`src/rtl/decode_issue_queue.sv`:
```
// Decode issue queue: circular buffer between fetch and decode that issues up to
// WIDTH oldest entries per cycle, splitting the group on register, memory and control hazards.
module decode_issue_queue #(
   parameter int WIDTH = 2,
   parameter int DEPTH = 8
) (
   input  logic                     clk,
   input  logic                     rst,
   input  logic                     flush,
   input  logic [WIDTH-1:0]         in_valid,
   input  logic [WIDTH*32-1:0]      in_instr,
   input  logic [WIDTH*32-1:0]      in_pc,
   output logic                     in_ready,
   output logic [WIDTH-1:0]         out_valid,
   output logic [WIDTH*32-1:0]      out_instr,
   output logic [WIDTH*32-1:0]      out_pc,
   input  logic                     out_ready,
   output logic [$clog2(DEPTH):0]   count
);

   localparam int AW = $clog2(DEPTH);
   localparam int CW = AW + 1;

   localparam logic [6:0] OP_LUI    = 7'b0110111;
   localparam logic [6:0] OP_AUIPC  = 7'b0010111;
   localparam logic [6:0] OP_JAL    = 7'b1101111;
   localparam logic [6:0] OP_JALR   = 7'b1100111;
   localparam logic [6:0] OP_BRANCH = 7'b1100011;
   localparam logic [6:0] OP_LOAD   = 7'b0000011;
   localparam logic [6:0] OP_STORE  = 7'b0100011;
   localparam logic [6:0] OP_IMM    = 7'b0010011;
   localparam logic [6:0] OP_REG    = 7'b0110011;

   logic [31:0]    instr_mem [DEPTH];
   logic [31:0]    pc_mem    [DEPTH];
   logic [AW-1:0]  head;
   logic [AW-1:0]  tail;

   logic [31:0]    slot_instr [WIDTH];
   logic [31:0]    slot_pc    [WIDTH];
   logic [4:0]     rd_f       [WIDTH];
   logic [4:0]     rs1_f      [WIDTH];
   logic [4:0]     rs2_f      [WIDTH];
   logic [WIDTH-1:0] writes_rd;
   logic [WIDTH-1:0] uses_rs1;
   logic [WIDTH-1:0] uses_rs2;
   logic [WIDTH-1:0] is_mem;
   logic [WIDTH-1:0] is_ctrl;
   logic           split;
   logic [CW-1:0]  enq_cnt;
   logic [CW-1:0]  deq_cnt;

   assign in_ready = (CW'(DEPTH) - count) >= CW'(WIDTH);

   always_comb begin
      for (int k = 0; k < WIDTH; k++) begin
         slot_instr[k] = instr_mem[head + AW'(k)];
         slot_pc[k]    = pc_mem[head + AW'(k)];
         rd_f[k]       = slot_instr[k][11:7];
         rs1_f[k]      = slot_instr[k][19:15];
         rs2_f[k]      = slot_instr[k][24:20];
         writes_rd[k]  = slot_instr[k][6:0] inside {OP_LUI, OP_AUIPC, OP_JAL, OP_JALR,
                                                   OP_LOAD, OP_IMM, OP_REG};
         uses_rs1[k]   = !(slot_instr[k][6:0] inside {OP_LUI, OP_AUIPC, OP_JAL});
         uses_rs2[k]   = slot_instr[k][6:0] inside {OP_REG, OP_STORE, OP_BRANCH};
         is_mem[k]     = slot_instr[k][6:0] inside {OP_LOAD, OP_STORE};
         is_ctrl[k]    = slot_instr[k][6:0] inside {OP_BRANCH, OP_JAL, OP_JALR};
      end
   end

   // Grow the issue group slot by slot; any hazard against an older slot ends it.
   always_comb begin
      out_valid    = '0;
      split        = 1'b0;
      out_valid[0] = (count != '0);
      for (int k = 1; k < WIDTH; k++) begin
         split = is_ctrl[k-1];
         for (int j = 0; j < WIDTH; j++) begin
            if (j < k) begin
               if (writes_rd[j] && (rd_f[j] != 5'd0)) begin
                  if ((uses_rs1[k] && (rs1_f[k] == rd_f[j])) ||
                      (uses_rs2[k] && (rs2_f[k] == rd_f[j])) ||
                      (writes_rd[k] && (rd_f[k] == rd_f[j])))
                     split = 1'b1;
               end
               if (is_mem[k] && is_mem[j])
                  split = 1'b1;
            end
         end
         out_valid[k] = out_valid[k-1] && (count > CW'(k)) && !split;
      end
   end

   always_comb begin
      out_instr = '0;
      out_pc    = '0;
      enq_cnt   = '0;
      deq_cnt   = '0;
      for (int k = 0; k < WIDTH; k++) begin
         if (out_valid[k]) begin
            out_instr[32*k +: 32] = slot_instr[k];
            out_pc[32*k +: 32]    = slot_pc[k];
            if (out_ready)
               deq_cnt = deq_cnt + CW'(1);
         end
         if (in_valid[k] && in_ready)
            enq_cnt = enq_cnt + CW'(1);
      end
   end

   always_ff @(posedge clk or posedge rst) begin
      if (rst) begin
         head  <= '0;
         tail  <= '0;
         count <= '0;
      end else if (flush) begin
         head  <= '0;
         tail  <= '0;
         count <= '0;
      end else begin
         head  <= head + deq_cnt[AW-1:0];
         tail  <= tail + enq_cnt[AW-1:0];
         count <= count + enq_cnt - deq_cnt;
      end
   end

   // Storage is deliberately unreset; entries outside head..tail are never observed.
   always_ff @(posedge clk) begin
      for (int k = 0; k < WIDTH; k++) begin
         if (in_valid[k] && in_ready) begin
            instr_mem[tail + AW'(k)] <= in_instr[32*k +: 32];
            pc_mem[tail + AW'(k)]    <= in_pc[32*k +: 32];
         end
      end
   end

endmodule

```
`config.mk`:
```
export PLATFORM = sky130hd
export DESIGN_NAME = decode_issue_queue
export DESIGN_NICKNAME = d
export VERILOG_FILES = /design/src/rtl/decode_issue_queue.sv
export SDC_FILE = /design/constraint.sdc
export NUM_CORES = 1
export LEC_CHECK = 0
export CAP_MARGIN = 5
export CORE_MARGIN = 4
export CORE_UTILIZATION = 59
export DETAILED_ROUTE_END_ITERATION = 6
export GPL_TIMING_DRIVEN = 0
export PLACE_DENSITY = 0.82
export SLEW_MARGIN = 10
export SYNTH_ARGS = -nofsm -noshare
export SYNTH_HDL_FRONTEND = slang
export SYNTH_SLANG_ARGS = --single-unit
```
`constraint.sdc`:
```
create_clock -name clk -period 7.8 [get_ports clk]
set_input_delay 2.34 -clock clk [delete_from_list [all_inputs] [get_ports clk]]
set_output_delay 2.34 -clock clk [all_outputs]
set_load 0.05 [all_outputs]
```
==> impl_metrics.csv, run 1 <==
group,metric,value,unit
sta,period_needed,7730,ps
global_route,grt_max_degree,20,
global_route,grt_overflow,0,
placement,place_congestion,0.885,
synth,synth_area_leader_cell,"edfxtp_1",
clock_tree,cts_buffers,56,
synth,synthDistinctLibCells,45,
floorplanning,fp.dieArea,0.0567,mm²
route,drt.antenna.violating_nets,0,
final_layout,nNetsFinal,2479,
floorplanning,start_util,59.5,%
clock_tree,clk_pin_slew,60,ps
clock_tree,htreeDepth,2,
sta,timing.final.crit_share,99.1,%
final_layout,regArea,0.0156,mm²
final_layout,area.growth.synth_to_final,19.8,%
job,maxCapViolations,0,
route,met1_length,34600,µm
route,wl_met3,12500,µm
clock_tree,clock_latency,630,ps
critical_path,worstSetupEndpointType,"primary output",
placement,dp.cells,2957,
critical_path,startpoint_type,"register",
worst_hold_path,hold_depth,2,
floorplanning,die_height,238,µm
global_route,grt_use_total,34.7,%
global_route,grt_pass1_vias,22251,
sta,finalHoldViolations,0,
clock_tree,cts.sinks,522,
synth,synth_area_leaders,"edfxtp_1 49%, mux2_2 19%, mux4_2 18%",
route,highest_layer,"met5",
placement,dp_hpwl,67900,µm
synth,synth-seq-cells,522,
final_layout,drive_gt1_share,41.3,%
route,vias,21367,
synth,netlist_area,0.0312,mm²
floorplanning,core,0.0524,mm²
final_layout,n_fill_cell,3353,
floorplanning,ios,269,
floorplanning,rows,84,
clock_tree,cts-hold-fix-buffers,0,
placement,dpl_worst_slack,62.0,ps
route,drtIter0Drc,2988,
route,dr.pass1.iters,6,
synth,seq_area_frac_synth,50.1,%
clock_tree,cts_tree,"done",
status,status,"complete, no violations",
synth,avgSynthCellArea,15.9,µm²
synth,syn_inst,1968,
clock_tree,cts_buffer_depth,3,
route,routed_via_density,6.95,
global_route,antenna_found_initial,15,
final_layout,fin_cells,3076,
critical_path,cp_max_fo,10,
sta,skew,27.4,ps
sta,rsz0062_at_grt,"no",
critical_path,critical_path_required,5460,ps
route,routed_wl,99900,µm
sta,worst_slack,72.5,ps
placement,placement.io_buffers,267,
worst_hold_path,hold_path_class,"reg2reg",
critical_path,reg2reg_depth,19,
sta,worst_pin_slew,1290,ps
synth,synth_fp_nets,2119,
clock_tree,clockRootBuffer,"clkbuf_16",
sta,fmax,129,MHz
final_layout,fin_util,71.3,%
critical_path,worstSetupPathType,"reg2out",
synth,ys_warn_count,0,
global_route,grt_pass1_wl,145000,µm
synth,netlist.area_leader.share,49.3,%
route,wl_met2,47500,µm
critical_path,arrival,5390,ps
floorplanning,fp.dieW,238,µm
final_layout,multiInputGateArea,0.0149,mm²
sta,report.final.slew_viol_count,0,
sta,setup_viol,0,
sta,max-slew-margin-rel,13.9,%
route,drc,0,
route,wl_per_cell,32.5,µm
## sequential cells by signal, summed over array words and instances (netlist names)
signal     count
tail           3
pc_mem       256
count          4
head           3
instr_mem    256
## placed cells by master, fill, tap and decap left out, types with 8 or more instances in the layout
cell type and instances:
mux2_2 525, edfxtp_1 512, mux4_2 243, clkdlybuf4s50_1 236, nand2_1 142, mux2i_1 113
clkbuf_1 88, nor2_1 73, clkbuf_16 58, and3_1 52, buf_2 29, clkbuf_2 24
buf_1 22, xnor2_1 16, inv_1 15, diode_2 13, buf_6 13, buf_12 13
ha_1 13, clkinv_2 13, buf_16 13, dlymetal6s2s_1 11, nor3b_2 10, dfrtp_1 10
buf_8 10, nand3_1 9, clkinv_1 9, nand4_1 8
## cells in the mapped netlist, drive strengths merged
cell	n
and2	4
ha	13
nor2	73
dfrtp	10
a21boi	1
a21o	2
nand2b	6
buf	75
nand3	9
and3	52
nor3	1
nor3b	16
nand3b	1
fa	4
o311a	1
o21bai	2
or3	2
a21oi	2
a211oi	1
xor2	7
mux4	243
edfxtp	512
o31a	1
nand2	142
mux2	528
a211o	2
a311oi	1
xnor2	16
mux2i	113
nor4	2
o31ai	4
o21ai	10
nor2b	6
inv	17
clkbuf	81
nand4	8
## routing by layer
layer / vias to the layer above / track usage (%)
met2: 1581 / 55.3
met4: 4 / 17.7
met3: 321 / 9.05
met1: 10781 / 44.7
li1: 8680 / -
met5: - / 0
## worst paths after layout
check | from | end | slack, ps
max | head[2] | out_pc[0] | 70
min in group asynchronous | rst | count[0] | 2100
min reg2reg | head[0] | head[0] | 690
min | head[0] | head[0] | 690
max reg2reg | head[0] | count[3] | 2480
max in group asynchronous | rst | count[2] | 5360
## per-stage QoR
| stage | setup TNS, ps | hold WS [ps] | cell area (µm²) |
|---|---|---|---|
| after floorplan | 0 | 609 | 31200 |
| after global placement | -2109100 | 648 | 34800 |
| after detailed placement | 0 | 669 | 35600 |
| after CTS | 0 | 682 | 37300 |
| after global routing | 0 | 737 | 37400 |
| final | 0 | 687 | 37400 |
## what timing repair did
item	in CTS	in global routing
cloned	0	0
gates resized for setup	26	59
setup buffers	2	0
setup endpoints to repair	91	54
pin swaps	1	0
## final cells by class
| class | instances | area share (%) |
|---|---|---|
| flip-flops and latches | 522 | 41.8 |
| multi-input cells | 1273 | 39.8 |
| repair buffers | 303 | 9.08 |
| clock buffers | 79 | 4.15 |
| well taps | 688 | 2.30 |
| plain buffers | 155 | 2.10 |
| clock inverters | 26 | 0.549 |
| inverters | 17 | 0.171 |
| diodes | 13 | 0.0870 |
## worst max-delay path, stage by stage, from the launching register on
cell	delay, ps
dfrtp_1	320
buf_4	200
clkbuf_1	570
clkbuf_1	570
buf_1	790
clkbuf_1	890
mux2i_1	240
nor2_1	310
clkdlybuf4s50_1	880
## cells by family after synthesis
kind of cell	share of synthesized area (%)
XOR/XNOR	0.645
multiplexers	40.2
adder cells (fa/ha/maj)	0.778
AO/OA/AOI/OAI	0.689
flip-flops	50.1
AND/OR/NAND/NOR	4.99
buffers and inverters	2.65
Power of run 1 is left out: the tool's default activity adds up to more than one toggle a clock period on the data nets, which glitch-free logic cannot reach.
==> run 2, diff against run 1 <==
Settings changed: CORE_UTILIZATION 59 to 30, PLACE_DENSITY 0.82 to 0.48.
==> impl_metrics.csv, run 2 (synthesis gave the netlist of run 1 again) <==
group,metric,value,unit
critical_path,r2r_slack,2640,ps
sta,setup_viol,0,
clock_tree,cts_buffers,61,
placement,dp.cells,3656,
critical_path,reg2reg_from,"head[0]",
final_layout,multiInputGateArea,0.0149,mm²
clock_tree,htreeDepth,2,
global_route,grt_pass1_vias,21808,
floorplanning,fp.dieW,331,µm
clock_tree,clk_pin_slew,60,ps
critical_path,path_delay_family,"buffers and inverters",
global_route,grt_use_total,21.3,%
final_layout,fin_cells,3787,
placement,placement.io_buffers,267,
pwr,p_per_area,496,mW/mm²
clock_tree,cts.sinks,522,
sta,tns,0,ps
floorplanning,core,0.103,mm²
critical_path,worstSetupPathType,"reg2out",
critical_path,cp_max_fo,10,
sta,period_needed,7640,ps
clock_tree,clockRootBuffer,"clkbuf_16",
critical_path,startpoint_type,"register",
sta,fmax,131,MHz
route,drtIter0Drc,1741,
final_layout,n_fill_cell,9856,
route,drt.antenna.violating_nets,0,
clock_tree,cts_tree,"done",
global_route,antenna_found_initial,19,
critical_path,max_stage_delay,810,ps
pwr,ir_drop,0.000529,V
critical_path,worstSetupEndpointType,"primary output",
status,status,"complete, no violations",
floorplanning,die_height,331,µm
final_layout,reg_top3,"instr_mem x256, pc_mem x256, count x4",
global_route,grt_pass1_wl,165000,µm
final_layout,fin_util,37.3,%
sta,rsz0062_at_grt,"yes",
final_layout,layout_commonest_cell,"mux2_2",
route,vias,20508,
route,dr.pass1.iters,7,
global_route,grt_overflow,0,
placement,place_congestion,0.816,
pwr,p_leak,12.8,nW
global_route,grt_max_degree,20,
worst_hold_path,hold_depth,2,
sta,skew,16.5,ps
critical_path,r2r_end,"count[2]",
critical_path,timing.critical_path.buf_inv,6,
critical_path,reg2reg_depth,18,
worst_hold_path,min-delay-start,"head[0]",
floorplanning,rows,118,
placement,dpl_worst_slack,-343,ps
floorplanning,start_util,30.2,%
sta,worst_pin_slew,1260,ps
final_layout,area.growth.synth_to_final,23.6,%
route,routed_wl,118000,µm
sta,max-slew-margin-rel,16.3,%
placement,dp_hpwl,83500,µm
route,wl_per_cell,31.2,µm
route,routed_via_density,5.42,
final_layout,nNetsFinal,2493,
final_layout,drive_gt1_share,41.8,%
worst_hold_path,hold_end,"head[0]",
final_layout,regArea,0.0156,mm²
critical_path,cpMostUsedCell,"buf_4",
clock_tree,clock_latency,660,ps
worst_hold_path,hold_path_class,"reg2reg",
sta,finalHoldViolations,0,
critical_path,worst_path_max_delay_cell,"clkdlybuf4s50_1",
sta,worst_slack,158,ps
sta,report.final.slew_viol_count,0,
sta,timing.final.crit_share,98.0,%
floorplanning,ios,269,
critical_path,critical_path_required,5460,ps
critical_path,crit_chain,"ha_1, xor2_2, buf_4, buf_2, mux4_2, mux2i_1, xor2_1, a311oi_2, o31ai_4, buf_12, buf_4, buf_6, and3_1, clkdlybuf4s50_1",
route,drc,0,
floorplanning,fp.dieArea,0.109,mm²
clock_tree,cts_buffer_depth,3,
final_layout,layout_common_cells,"525 x mux2_2, 512 x edfxtp_1, 243 x mux4_2",
critical_path,arrival,5300,ps
job,maxCapViolations,0,
[run 2: worst register-to-register path, delay by kind of cell (launching register included)]
family | cells | cell delay (ps)
AOI/OAI and AO/OA | 4 | 950
xor gates and xnor gates | 2 | 480
adders and majority gates | 4 | 1070
buffers and inverters | 5 | 1350
DFF | 1 | 410
and+or+nand+nor | 3 | 770
[run 2: report_power, final]
group          internal, mW  total (mW)  switching, mW
registers              3.99        4.28          0.294
logic                  4.55        12.1           7.59
clock network          1.50        2.71           1.21
total                  10.0        19.1           9.10
[run 2: repair_timing]
item	CTS	global route
hold buffers	0	0
gates resized for setup	62	24
setup buffers	3	0
pin swaps	1	0
endpoints found under the setup margin	104	73
[run 2: layout make-up]
type / count / share of cell area [%]
diodes: 14 / 0.0908
plain buffers: 156 / 2.23
clock buffers: 86 / 4.28
clock inverters: 28 / 0.464
inverters: 17 / 0.165
multi-input cells: 1273 / 38.6
flip-flops and latches: 522 / 40.5
well taps: 1380 / 4.48
repair buffers: 311 / 9.22
[run 2: metal layers]
layer / global-route usage [%] / part of all wire, %
met3: 4.99 / 7.9
met5: 0 / 0.086
met1: 28.4 / 42
met4: 4.77 / 2.1
met2: 35.3 / 48
[run 2: metrics by stage]
| stage | hold slack, ps | power [mW] | area, µm² |
|---|---|---|---|
| 2_1_floorplan | 609 | 12.0 | 31200 |
| 3_3_place_gp | 654 | 16.4 | 35600 |
| 3_5_place_dp | 672 | 16.6 | 36600 |
| 4_1_cts | 701 | 19.3 | 38500 |
| 5_1_grt | 780 | 19.9 | 38500 |
| 6_report | 701 | 19.1 | 38600 |
[run 2: worst max-delay path by stage]
stage,startpoint,to,cells past startpoint
after floorplan,in_valid[0],instr_mem[5][0],3
after CTS,head[0],out_pc[62],13
final,head[0],out_instr[59],14
after detailed placement,head[0],out_pc[62],13
after global placement,in_valid[0],pc_mem[2][19],4
after global routing,head[0],out_pc[59],13
No activity file was read; power rests on OpenSTA's default activity.
==> run 3, diff against run 2 <==
Settings changed: CORE_MARGIN 4 to default.
==> impl_metrics.csv, run 3 (synthesis gave the netlist of run 1 again) <==
group,metric,value,unit
global_route,grt_overflow,0,
sta,max-slew-margin-rel,10.5,%
floorplanning,ios,269,
floorplanning,core,0.102,mm²
global_route,grt_use_met1,29.5,%
route,vias,20613,
route,drtIter0Drc,1960,
critical_path,worst_path_max_delay_cell,"clkdlybuf4s50_1",
placement,dp_hpwl,82800,µm
final_layout,fin_util,37.8,%
route,dr.pass1.iters,5,
clock_tree,cts.sinks,522,
critical_path,cp_max_fo,10,
job,maxCapViolations,0,
clock_tree,htreeDepth,3,
floorplanning,start_util,30.5,%
sta,report.final.slew_viol_count,0,
clock_tree,clockRootBuffer,"clkbuf_16",
pwr,combPwrFrac,62.8,%
pwr,internal_power,10.3,mW
worst_hold_path,hold_end,"head[0]",
pwr,p_seq_share,22.0,%
pwr,ir_drop,0.000493,V
critical_path,worstSetupEndpointType,"primary output",
pwr,power,19.5,mW
placement,dp.cells,3644,
clock_tree,clk_pin_slew,60,ps
floorplanning,rows,117,
placement,dpl_cell_area,0.0366,mm²
route,routed_via_density,5.46,
worst_hold_path,hold_depth,2,
sta,fmax,131,MHz
final_layout,layout_common_cells,"525 x mux2_2, 512 x edfxtp_1, 243 x mux4_2",
critical_path,reg2reg_from,"head[0]",
sta,tns,0,ps
sta,setup_viol,0,
pwr,p_leak,13.0,nW
global_route,grt.busiest_layer,"met2",
clock_tree,cts_tree,"done",
clock_tree,cts_buffers,67,
final_layout,layout_commonest_cell,"mux2_2",
global_route,grt_use_total,22.2,%
global_route,grt_util_met2,36.6,%
critical_path,critical_path_required,5460,ps
route,drt.antenna.violating_nets,0,
clock_tree,clock_latency,620,ps
global_route,antenna_found_initial,26,
pwr,p_sw,9.19,mW
status,status,"complete, no violations",
global_route,grt_pass1_wl,166000,µm
critical_path,crit_chain,"ha_1, xor2_2, buf_4, buf_2, mux4_2, mux2i_2, xor2_1, nor4_4, o31ai_4, buf_12, buf_6, and3_1, clkdlybuf4s50_1",
sta,timing.final.crit_share,97.8,%
clock_tree,cts_buffer_depth,3,
pwr,p_per_area,502,mW/mm²
final_layout,design_area,0.0388,mm²
critical_path,startpoint_type,"register",
critical_path,r2r_slack,2540,ps
sta,worst_pin_slew,1340,ps
critical_path,worstSetupPathType,"reg2out",
route,drc,0,
sta,period_needed,7630,ps
sta,finalHoldViolations,0,
critical_path,max_stage_delay,820,ps
final_layout,area.growth.synth_to_final,24.2,%
worst_hold_path,hold_path_class,"reg2reg",
floorplanning,die_height,325,µm
placement,placement.io_buffers,267,
global_route,grt_max_degree,18,
sta,skew,14.3,ps
critical_path,reg2reg_depth,18,
final_layout,drive_gt1_share,42.3,%
global_route,grt_pass1_vias,21612,
final_layout,reg_top3,"instr_mem x256, pc_mem x256, count x4",
worst_hold_path,min-delay-start,"head[0]",
final_layout,fin_cells,3773,
critical_path,r2r_end,"count[3]",
pwr,pwr-share-clk,15.2,%
global_route,use_met3,5.17,%
floorplanning,fp.dieArea,0.105,mm²
floorplanning,fp.dieW,325,µm
critical_path,arrival,5290,ps
route,wl_per_cell,31.6,µm
pwr,p_sw_share,47.2,%
final_layout,nNetsFinal,2498,
route,routed_wl,119000,µm
placement,place_congestion,0.812,
run 3: worst max path at each step:
| stage | endpoint | slack [ps] | start |
|---|---|---|---|
| after floorplan | instr_mem[5][0] | 90 | in_valid[0] |
| after global placement | pc_mem[2][19] | -7890 | in_valid[0] |
| after detailed placement | out_pc[62] | -300 | head[2] |
| after CTS | out_pc[12] | 0.5 | head[0] |
| after global routing | out_pc[60] | -6 | head[0] |
| final | out_pc[34] | 170 | head[0] |
run 3: layout make-up:
| type | count | area, µm² |
|---|---|---|
| timing repair buffer | 310 | 3600 |
| tap | 1368 | 1710 |
| antenna | 8 | 20.0 |
| inverter | 17 | 63.8 |
| sequential | 522 | 15600 |
| clock buffer | 87 | 1790 |
| multi-input combinational | 1273 | 14900 |
| fill | 9739 | 63700 |
| clock inverter | 32 | 234 |
| buffer | 156 | 837 |
run 3: metrics by stage:
stage	setup WS [ps]	hold slack (ps)
finish	173	685
CTS	0.470	685
detailed placement	-304	668
global placement	-7890	660
global route	-6.15	747
floorplan	90.3	609
run 3: per-layer routing:
metal  up-vias  routed length (µm)
met4        30                2450
li1       8683                   -
met3       166                9640
met2       866               57200
met1     10868               49600
met5         -                 187
run 3: power groups by stage:
stage / Sequential [mW] / Clock [mW] / Combinational [mW]
3_3_place_gp: 4.58 / 0 / 11.8
3_5_place_dp: 4.33 / 0 / 12.3
6_report: 4.28 / 2.95 / 12.2
4_1_cts: 4.27 / 2.99 / 12.3
2_1_floorplan: 4.34 / 0 / 7.64
5_1_grt: 4.34 / 3.09 / 12.8
run 3: repair_timing:
| action | in CTS | in global routing |
|---|---|---|
| gates resized for setup | 42 | 39 |
| hold buffers | 0 | 0 |
| pin swaps | 1 | 0 |
| setup buffers | 2 | 0 |
| setup endpoints to repair | 110 | 41 |
run 3: critical path, delay by kind of cell (launching register included):
kind	cells	cell delay [ps]
adders and majority gates	1	260
xor gates and xnor gates	2	660
and+or+nand+nor	2	350
buffers and inverters	5	1930
DFF	1	400
AOI/OAI and AO/OA	1	260
muxes	2	750
